[src/rtl/watch_time_core.sv]
// watch_time_core
// Watch / stopwatch / countdown datapath. An internal prescaler turns the
// system clock into a 100Hz tick that drives a msec -> sec -> min -> hour
// cascade, either counting up (clock/stopwatch) or down (countdown timer).
//
// Ports
//   clk         system clock
//   reset       asynchronous, active-high
//   run_toggle  1-cycle pulse, start/stop
//   clear       1-cycle pulse, zero all fields and stop
//   dir         0 = count up, 1 = count down
//   adj_inc     1-cycle pulses, [0]=sec [1]=min [2]=hour, +1 with wrap
//   adj_dec     1-cycle pulses, same mapping, -1 with wrap
//   msec/sec/min/hour   time fields
//   running     high while in RUN
//   expired     high while in EXPIRED
//   done        1-cycle pulse on entry to EXPIRED
//   sec_tick    1-cycle pulse after msec carries/borrows into sec
module watch_time_core #(
   parameter int COUNT_100HZ = 1_000_000,
   parameter int MSEC_MAX    = 100,
   parameter int SEC_MAX     = 60,
   parameter int MIN_MAX     = 60,
   parameter int HOUR_MAX    = 24
) (
   input  logic                         clk,
   input  logic                         reset,
   input  logic                         run_toggle,
   input  logic                         clear,
   input  logic                         dir,
   input  logic [2:0]                   adj_inc,
   input  logic [2:0]                   adj_dec,
   output logic [$clog2(MSEC_MAX)-1:0]  msec,
   output logic [$clog2(SEC_MAX)-1:0]   sec,
   output logic [$clog2(MIN_MAX)-1:0]   min,
   output logic [$clog2(HOUR_MAX)-1:0]  hour,
   output logic                         running,
   output logic                         expired,
   output logic                         done,
   output logic                         sec_tick
);

   localparam int PW = (COUNT_100HZ > 1) ? $clog2(COUNT_100HZ) : 1;
   localparam int MW = $clog2(MSEC_MAX);
   localparam int SW = $clog2(SEC_MAX);
   localparam int NW = $clog2(MIN_MAX);
   localparam int HW = $clog2(HOUR_MAX);

   localparam logic [PW-1:0] PRESC_LAST = PW'(COUNT_100HZ - 1);
   localparam logic [MW-1:0] MSEC_LAST  = MW'(MSEC_MAX - 1);
   localparam logic [SW-1:0] SEC_LAST   = SW'(SEC_MAX - 1);
   localparam logic [NW-1:0] MIN_LAST   = NW'(MIN_MAX - 1);
   localparam logic [HW-1:0] HOUR_LAST  = HW'(HOUR_MAX - 1);

   localparam logic [1:0] ST_STOP = 2'd0;
   localparam logic [1:0] ST_RUN  = 2'd1;
   localparam logic [1:0] ST_EXP  = 2'd2;

   logic [1:0]    r_state;
   logic [PW-1:0] r_presc;
   logic [MW-1:0] r_msec;
   logic [SW-1:0] r_sec;
   logic [NW-1:0] r_min;
   logic [HW-1:0] r_hour;
   logic          r_done;
   logic          r_secTick;

   logic          w_tick;
   logic          w_allZero;
   logic          w_holdZero;
   logic [2:0]    w_adjOn;
   logic [MW-1:0] w_msecUp, w_msecDn, w_msecNext;
   logic [SW-1:0] w_secUp,  w_secDn,  w_secNext;
   logic [NW-1:0] w_minUp,  w_minDn,  w_minNext;
   logic [HW-1:0] w_hourUp, w_hourDn, w_hourNext;
   logic          w_msecCarry, w_secCarry, w_minCarry;
   logic [PW-1:0] w_prescNext;
   logic [1:0]    w_stateNext;

   // Wrapped +1/-1 for every field; both adjust and the cascade pick from these.
   // Each compares against its own MAX-1 so non-power-of-two moduli wrap correctly.
   always_comb begin
      w_msecUp = (r_msec == MSEC_LAST) ? '0 : r_msec + MW'(1);
      w_msecDn = (r_msec == '0) ? MSEC_LAST : r_msec - MW'(1);
      w_secUp  = (r_sec == SEC_LAST) ? '0 : r_sec + SW'(1);
      w_secDn  = (r_sec == '0) ? SEC_LAST : r_sec - SW'(1);
      w_minUp  = (r_min == MIN_LAST) ? '0 : r_min + NW'(1);
      w_minDn  = (r_min == '0) ? MIN_LAST : r_min - NW'(1);
      w_hourUp = (r_hour == HOUR_LAST) ? '0 : r_hour + HW'(1);
      w_hourDn = (r_hour == '0) ? HOUR_LAST : r_hour - HW'(1);
   end

   // Tick qualification and adjust enables. A run_toggle on the tick edge wins
   // and suppresses the tick; adjust is locked out while expired, and pressing
   // inc and dec of the same field together cancels out.
   always_comb begin
      w_tick     = (r_state == ST_RUN) && !run_toggle && (r_presc == PRESC_LAST);
      w_allZero  = (r_msec == '0) && (r_sec == '0) && (r_min == '0) && (r_hour == '0);
      w_holdZero = w_tick && dir && w_allZero;
      w_adjOn    = (r_state != ST_EXP) ? (adj_inc ^ adj_dec) : 3'b000;
   end

   // Cascade. A field being adjusted takes only the adjust result, swallows the
   // incoming carry/borrow and so does not pass one on either. Counting down
   // from all-zero (reachable by adjusting) expires instead of wrapping.
   always_comb begin
      w_msecNext  = r_msec;
      w_secNext   = r_sec;
      w_minNext   = r_min;
      w_hourNext  = r_hour;
      w_msecCarry = 1'b0;
      w_secCarry  = 1'b0;
      w_minCarry  = 1'b0;

      if (w_tick && !w_holdZero) begin
         w_msecNext  = dir ? w_msecDn : w_msecUp;
         w_msecCarry = dir ? (r_msec == '0) : (r_msec == MSEC_LAST);
      end

      if (w_adjOn[0]) begin
         w_secNext = adj_inc[0] ? w_secUp : w_secDn;
      end else if (w_msecCarry) begin
         w_secNext  = dir ? w_secDn : w_secUp;
         w_secCarry = dir ? (r_sec == '0) : (r_sec == SEC_LAST);
      end

      if (w_adjOn[1]) begin
         w_minNext = adj_inc[1] ? w_minUp : w_minDn;
      end else if (w_secCarry) begin
         w_minNext  = dir ? w_minDn : w_minUp;
         w_minCarry = dir ? (r_min == '0) : (r_min == MIN_LAST);
      end

      if (w_adjOn[2]) begin
         w_hourNext = adj_inc[2] ? w_hourUp : w_hourDn;
      end else if (w_minCarry) begin
         w_hourNext = dir ? w_hourDn : w_hourUp;
      end
   end

   // Run control and prescaler. The prescaler only advances while running and
   // is held otherwise so a stop/start keeps the 10ms phase. Expiry is decided
   // on the post-tick field values.
   always_comb begin
      w_stateNext = r_state;
      w_prescNext = r_presc;

      if ((r_state == ST_RUN) && !run_toggle) begin
         w_prescNext = (r_presc == PRESC_LAST) ? '0 : r_presc + PW'(1);
      end

      case (r_state)
         ST_STOP: begin
            if (run_toggle && !(dir && w_allZero)) begin
               w_stateNext = ST_RUN;
            end
         end
         ST_RUN: begin
            if (run_toggle) begin
               w_stateNext = ST_STOP;
            end else if (w_tick && dir && (w_msecNext == '0) && (w_secNext == '0)
                         && (w_minNext == '0) && (w_hourNext == '0)) begin
               w_stateNext = ST_EXP;
            end
         end
         ST_EXP: begin
            if (run_toggle) begin
               w_stateNext = ST_STOP;
            end
         end
         default: w_stateNext = ST_STOP;
      endcase
   end

   // State registers. Clear outranks everything except reset and returns the
   // block to its reset picture, including the prescaler phase.
   always_ff @(posedge clk or posedge reset) begin
      if (reset) begin
         r_state   <= ST_STOP;
         r_presc   <= '0;
         r_msec    <= '0;
         r_sec     <= '0;
         r_min     <= '0;
         r_hour    <= '0;
         r_done    <= 1'b0;
         r_secTick <= 1'b0;
      end else if (clear) begin
         r_state   <= ST_STOP;
         r_presc   <= '0;
         r_msec    <= '0;
         r_sec     <= '0;
         r_min     <= '0;
         r_hour    <= '0;
         r_done    <= 1'b0;
         r_secTick <= 1'b0;
      end else begin
         r_state   <= w_stateNext;
         r_presc   <= w_prescNext;
         r_msec    <= w_msecNext;
         r_sec     <= w_secNext;
         r_min     <= w_minNext;
         r_hour    <= w_hourNext;
         r_done    <= (r_state == ST_RUN) && (w_stateNext == ST_EXP);
         r_secTick <= w_msecCarry;
      end
   end

   assign msec     = r_msec;
   assign sec      = r_sec;
   assign min      = r_min;
   assign hour     = r_hour;
   assign running  = (r_state == ST_RUN);
   assign expired  = (r_state == ST_EXP);
   assign done     = r_done;
   assign sec_tick = r_secTick;

endmodule

[config.mk]
export PLATFORM = sky130hd
export DESIGN_NAME = watch_time_core
export DESIGN_NICKNAME = d
export VERILOG_FILES = /design/src/rtl/watch_time_core.sv
export SDC_FILE = /design/constraint.sdc
export NUM_CORES = 1
export LEC_CHECK = 0
export CELL_PAD_IN_SITES_DETAIL_PLACEMENT = 0
export CELL_PAD_IN_SITES_GLOBAL_PLACEMENT = 1
export CORE_MARGIN = 5
export CORE_UTILIZATION = 44
export DETAILED_ROUTE_END_ITERATION = 6
export HOLD_SLACK_MARGIN = 0.08
export PLACE_DENSITY_LB_ADDON = 0.1
export SYNTH_ARGS = -nofsm -noshare
export SYNTH_HDL_FRONTEND = slang
export SYNTH_SLANG_ARGS = --single-unit
[constraint.sdc]
create_clock -name clk -period 3.63 [get_ports clk]
set_input_delay 0.726 -clock clk [delete_from_list [all_inputs] [get_ports clk]]
set_output_delay 0.726 -clock clk [all_outputs]
set_load 0.01 [all_outputs]
==> metrics.yaml <==
initial_core_util_pct: 44.6
post-route-util_pct: 53.4
tritoncts: "built"
drive_gt1_share_pct: 15.1
detail_route.wl_per_cell_um: 18.4
final_cell_mix: "nor2_1, nand2_1, buf_4"
finalCriticalPeriod_ps: 3450
final_common_cell: "nor2_1"
swShare_pct: 35.3
gp_congestion: 0.975
layout.nets: 666
reg2reg_slack_ps: 180
postLayoutCellArea_um2: 5430
hold_class: "flip-flop to flip-flop"
die_y_um: 112
fill_cells: 975
grt_use_total_pct: 22.6
synth_edf_count: 0
netlist_top_cells_area: "dfrtp_1, nor2_1, nand2_1"
worst_pin_slew_ps: 1060
ios: 39
dpl-instance-area_um2: 5280
ir_drop_uv: 186
synth_nets: 613
synth-seq-cells: 48
syn_area_per_cell_um2: 7.71
ys_warn_count: 0
clkPwrFrac_pct: 26.3
p_per_area_nw_per_um2: 320
dieWidth_um: 112
die_area_um2: 12400
p_comb_share_pct: 38.4
p_seq_share_pct: 35.3
cp-end-kind: "flip-flop"
p_switching_uw: 614
grt_pass1_vias: 4600
dp_slack_ps: -162
insertion_delay_ps: 300
grt_remaining_overflow: 0
drv_slew: 0
fmax_ghz: 0.289
finalHoldViolations: 0
synth_area_um2: 4540
cp.arrival_ps: 3630
core_um2: 10200
cp.required_ps: 3810
synth_flop_cell: "dfrtp_1"
async_flop_share_pct: 100
clockBufferDepth: 2
htree_levels: 2
intPower_uw: 1130
cts_setup_buffers: 0
fin_crit_sh_pct: 95.2
port_buffers: 38
cap_violations: 0
antenna_found_initial: 0
finClkSkew_ps: 9.77
cts_made_buffers: 5
worstHoldPathCells: 2
synth_top_area_share_pct: 26.5
drc: 0
first_iter_violations: 348
numClockSinks: 48
syn_to_final_growth_pct: 19.7
ant_nets: 0
reg2reg_depth: 13
setup_viol: 0
criticalPathCategory: "flip-flop to flip-flop"
dr_total_vias: 4779
antenna_cells: 0
grt_pass1_wl_um: 23600
finalWorstSetupSlack_ps: 175
num_rows: 37
hold_buffers: 0
p_leak_uw: 0.00215
drt_pass1_iterations: 5
wirelength_um: 14300
syn_inst: 589
start_kind: "flip-flop"
outcome: "completed"
relSlewSlack_pct: 29.2
synth_cell_types: 84
grt_max_degree: 49
clkTransAtPathRegs_ps: 90
dp_hpwl_um: 10500
avgViaCountPerCell: 6.14
path_max_fanout: 9
synth_seq_area_share_pct: 26.5
synth_top_cell_by_area: "dfrtp_1"
clock-root-buffer: "clkbuf_8"
==> area by class of cell <==
cell class | instances | area, µm² | share of cell area [%]
Multi-Input combinational cell | 481 | 3110 | 57.2
Sequential cell | 48 | 1200 | 22.1
Timing Repair Buffer | 89 | 763 | 14.0
Tap cell | 136 | 170 | 3.13
Clock buffer | 5 | 68.8 | 1.27
Inverter | 17 | 63.8 | 1.17
Clock inverter | 2 | 60.1 | 1.11
==> metrics by stage <==
| stage | instances | total power [µW] | hold WS [ps] | TNS, ps |
|---|---|---|---|---|
| floorplan | 589 | 1030 | 499 | 0 |
| finish | 778 | 1740 | 553 | 0 |
| CTS | 778 | 1740 | 566 | 0 |
| global placement | 771 | 1270 | 525 | -45.5 |
| global route | 778 | 1840 | 589 | -7.63 |
| detailed placement | 771 | 1270 | 544 | -373 |
==> final timing paths <==
check	from	endpoint
worst max-delay path	sec[1]	r_state[0]
worst min-delay path	r_presc[1]	r_presc[1]
worst max register to register	sec[1]	r_state[0]
worst min register to register	r_presc[1]	r_presc[1]
max in group asynchronous	reset	sec[1]
min in group asynchronous	reset	msec[2]
==> synthesized netlist by cell type, types with 3 or more instances <==
cell type  number
nor2_1         70
nand2_1        53
dfrtp_1        48
a21oi_1        37
clkbuf_1       31
nand3_1        30
o21ai_0        27
a211oi_1       17
inv_1          16
a31oi_1        15
nor3_1         15
nor2b_1        14
ha_1           13
xor2_1         11
and2_1          9
mux2i_1         9
and3_1          8
nand4_1         8
o211ai_1        8
nand2b_1        7
xnor2_1         7
o21a_1          6
or2_2           6
a311oi_1        5
buf_2           5
mux2_2          5
nor3b_1         5
nor4_1          5
o31ai_1         5
or3_1           5
nand3b_1        4
nand4b_1        4
o221ai_1        4
or3b_2          4
a22oi_1         3
a32oi_1         3
buf_1           3
buf_6           3
nor4b_1         3
o21bai_1        3
o32ai_1         3
==> power groups by stage <==
stage | logic (µW) | clock network [µW] | registers, µW
3_5_place_dp | 648 | 0 | 622
6_report | 668 | 458 | 614
2_1_floorplan | 424 | 0 | 609
4_1_cts | 653 | 478 | 611
3_3_place_gp | 653 | 0 | 622
5_1_grt | 723 | 498 | 620
==> per-layer routing <==
metal | track usage [%] | vias to the layer above | routed length (µm)
li1 | - | 2280 | -
met1 | 32.0 | 2295 | 6490
met2 | 35.6 | 169 | 6560
met3 | 3.26 | 35 | 894
met4 | 7.38 | 0 | 377
met5 | 0 | - | 0
==> state kept, by name (all words and copies together) (netlist names) <==
| register | count |
|---|---|
| done | 1 |
| hour | 5 |
| min | 6 |
| msec | 7 |
| r_presc | 20 |
| r_state | 2 |
| sec | 6 |
| sec_tick | 1 |
==> what timing repair did <==
item                                    in CTS  in global routing
endpoints found under the setup margin       0                  3
resized for setup                            0                  4
endpoints found under the hold margin        0                  0
==> kinds of logic after synthesis <==
group	after synthesis	synth area share [%]
AOI/OAI and AO/OA	161	24.2
xor gates and xnor gates	18	3.47
adders and majority gates	13	3.58
buffers and inverters	60	5.62
DFF	48	26.5
muxes	14	3.22
and+or+nand+nor	275	33.4
==> critical path: stages, from the launching register on <==
cell and delay [ps]:
dfrtp_1 510, inv_1 150, ha_1 230, nor3b_2 320
nand4_1 280, buf_4 220, a211oi_1 250, and3_2 240
buf_4 140, mux2i_1 240, a31oi_1 110, a21oi_1 330
and4bb_1 250, o32ai_1 70
(Power assumes the default switching activity.)
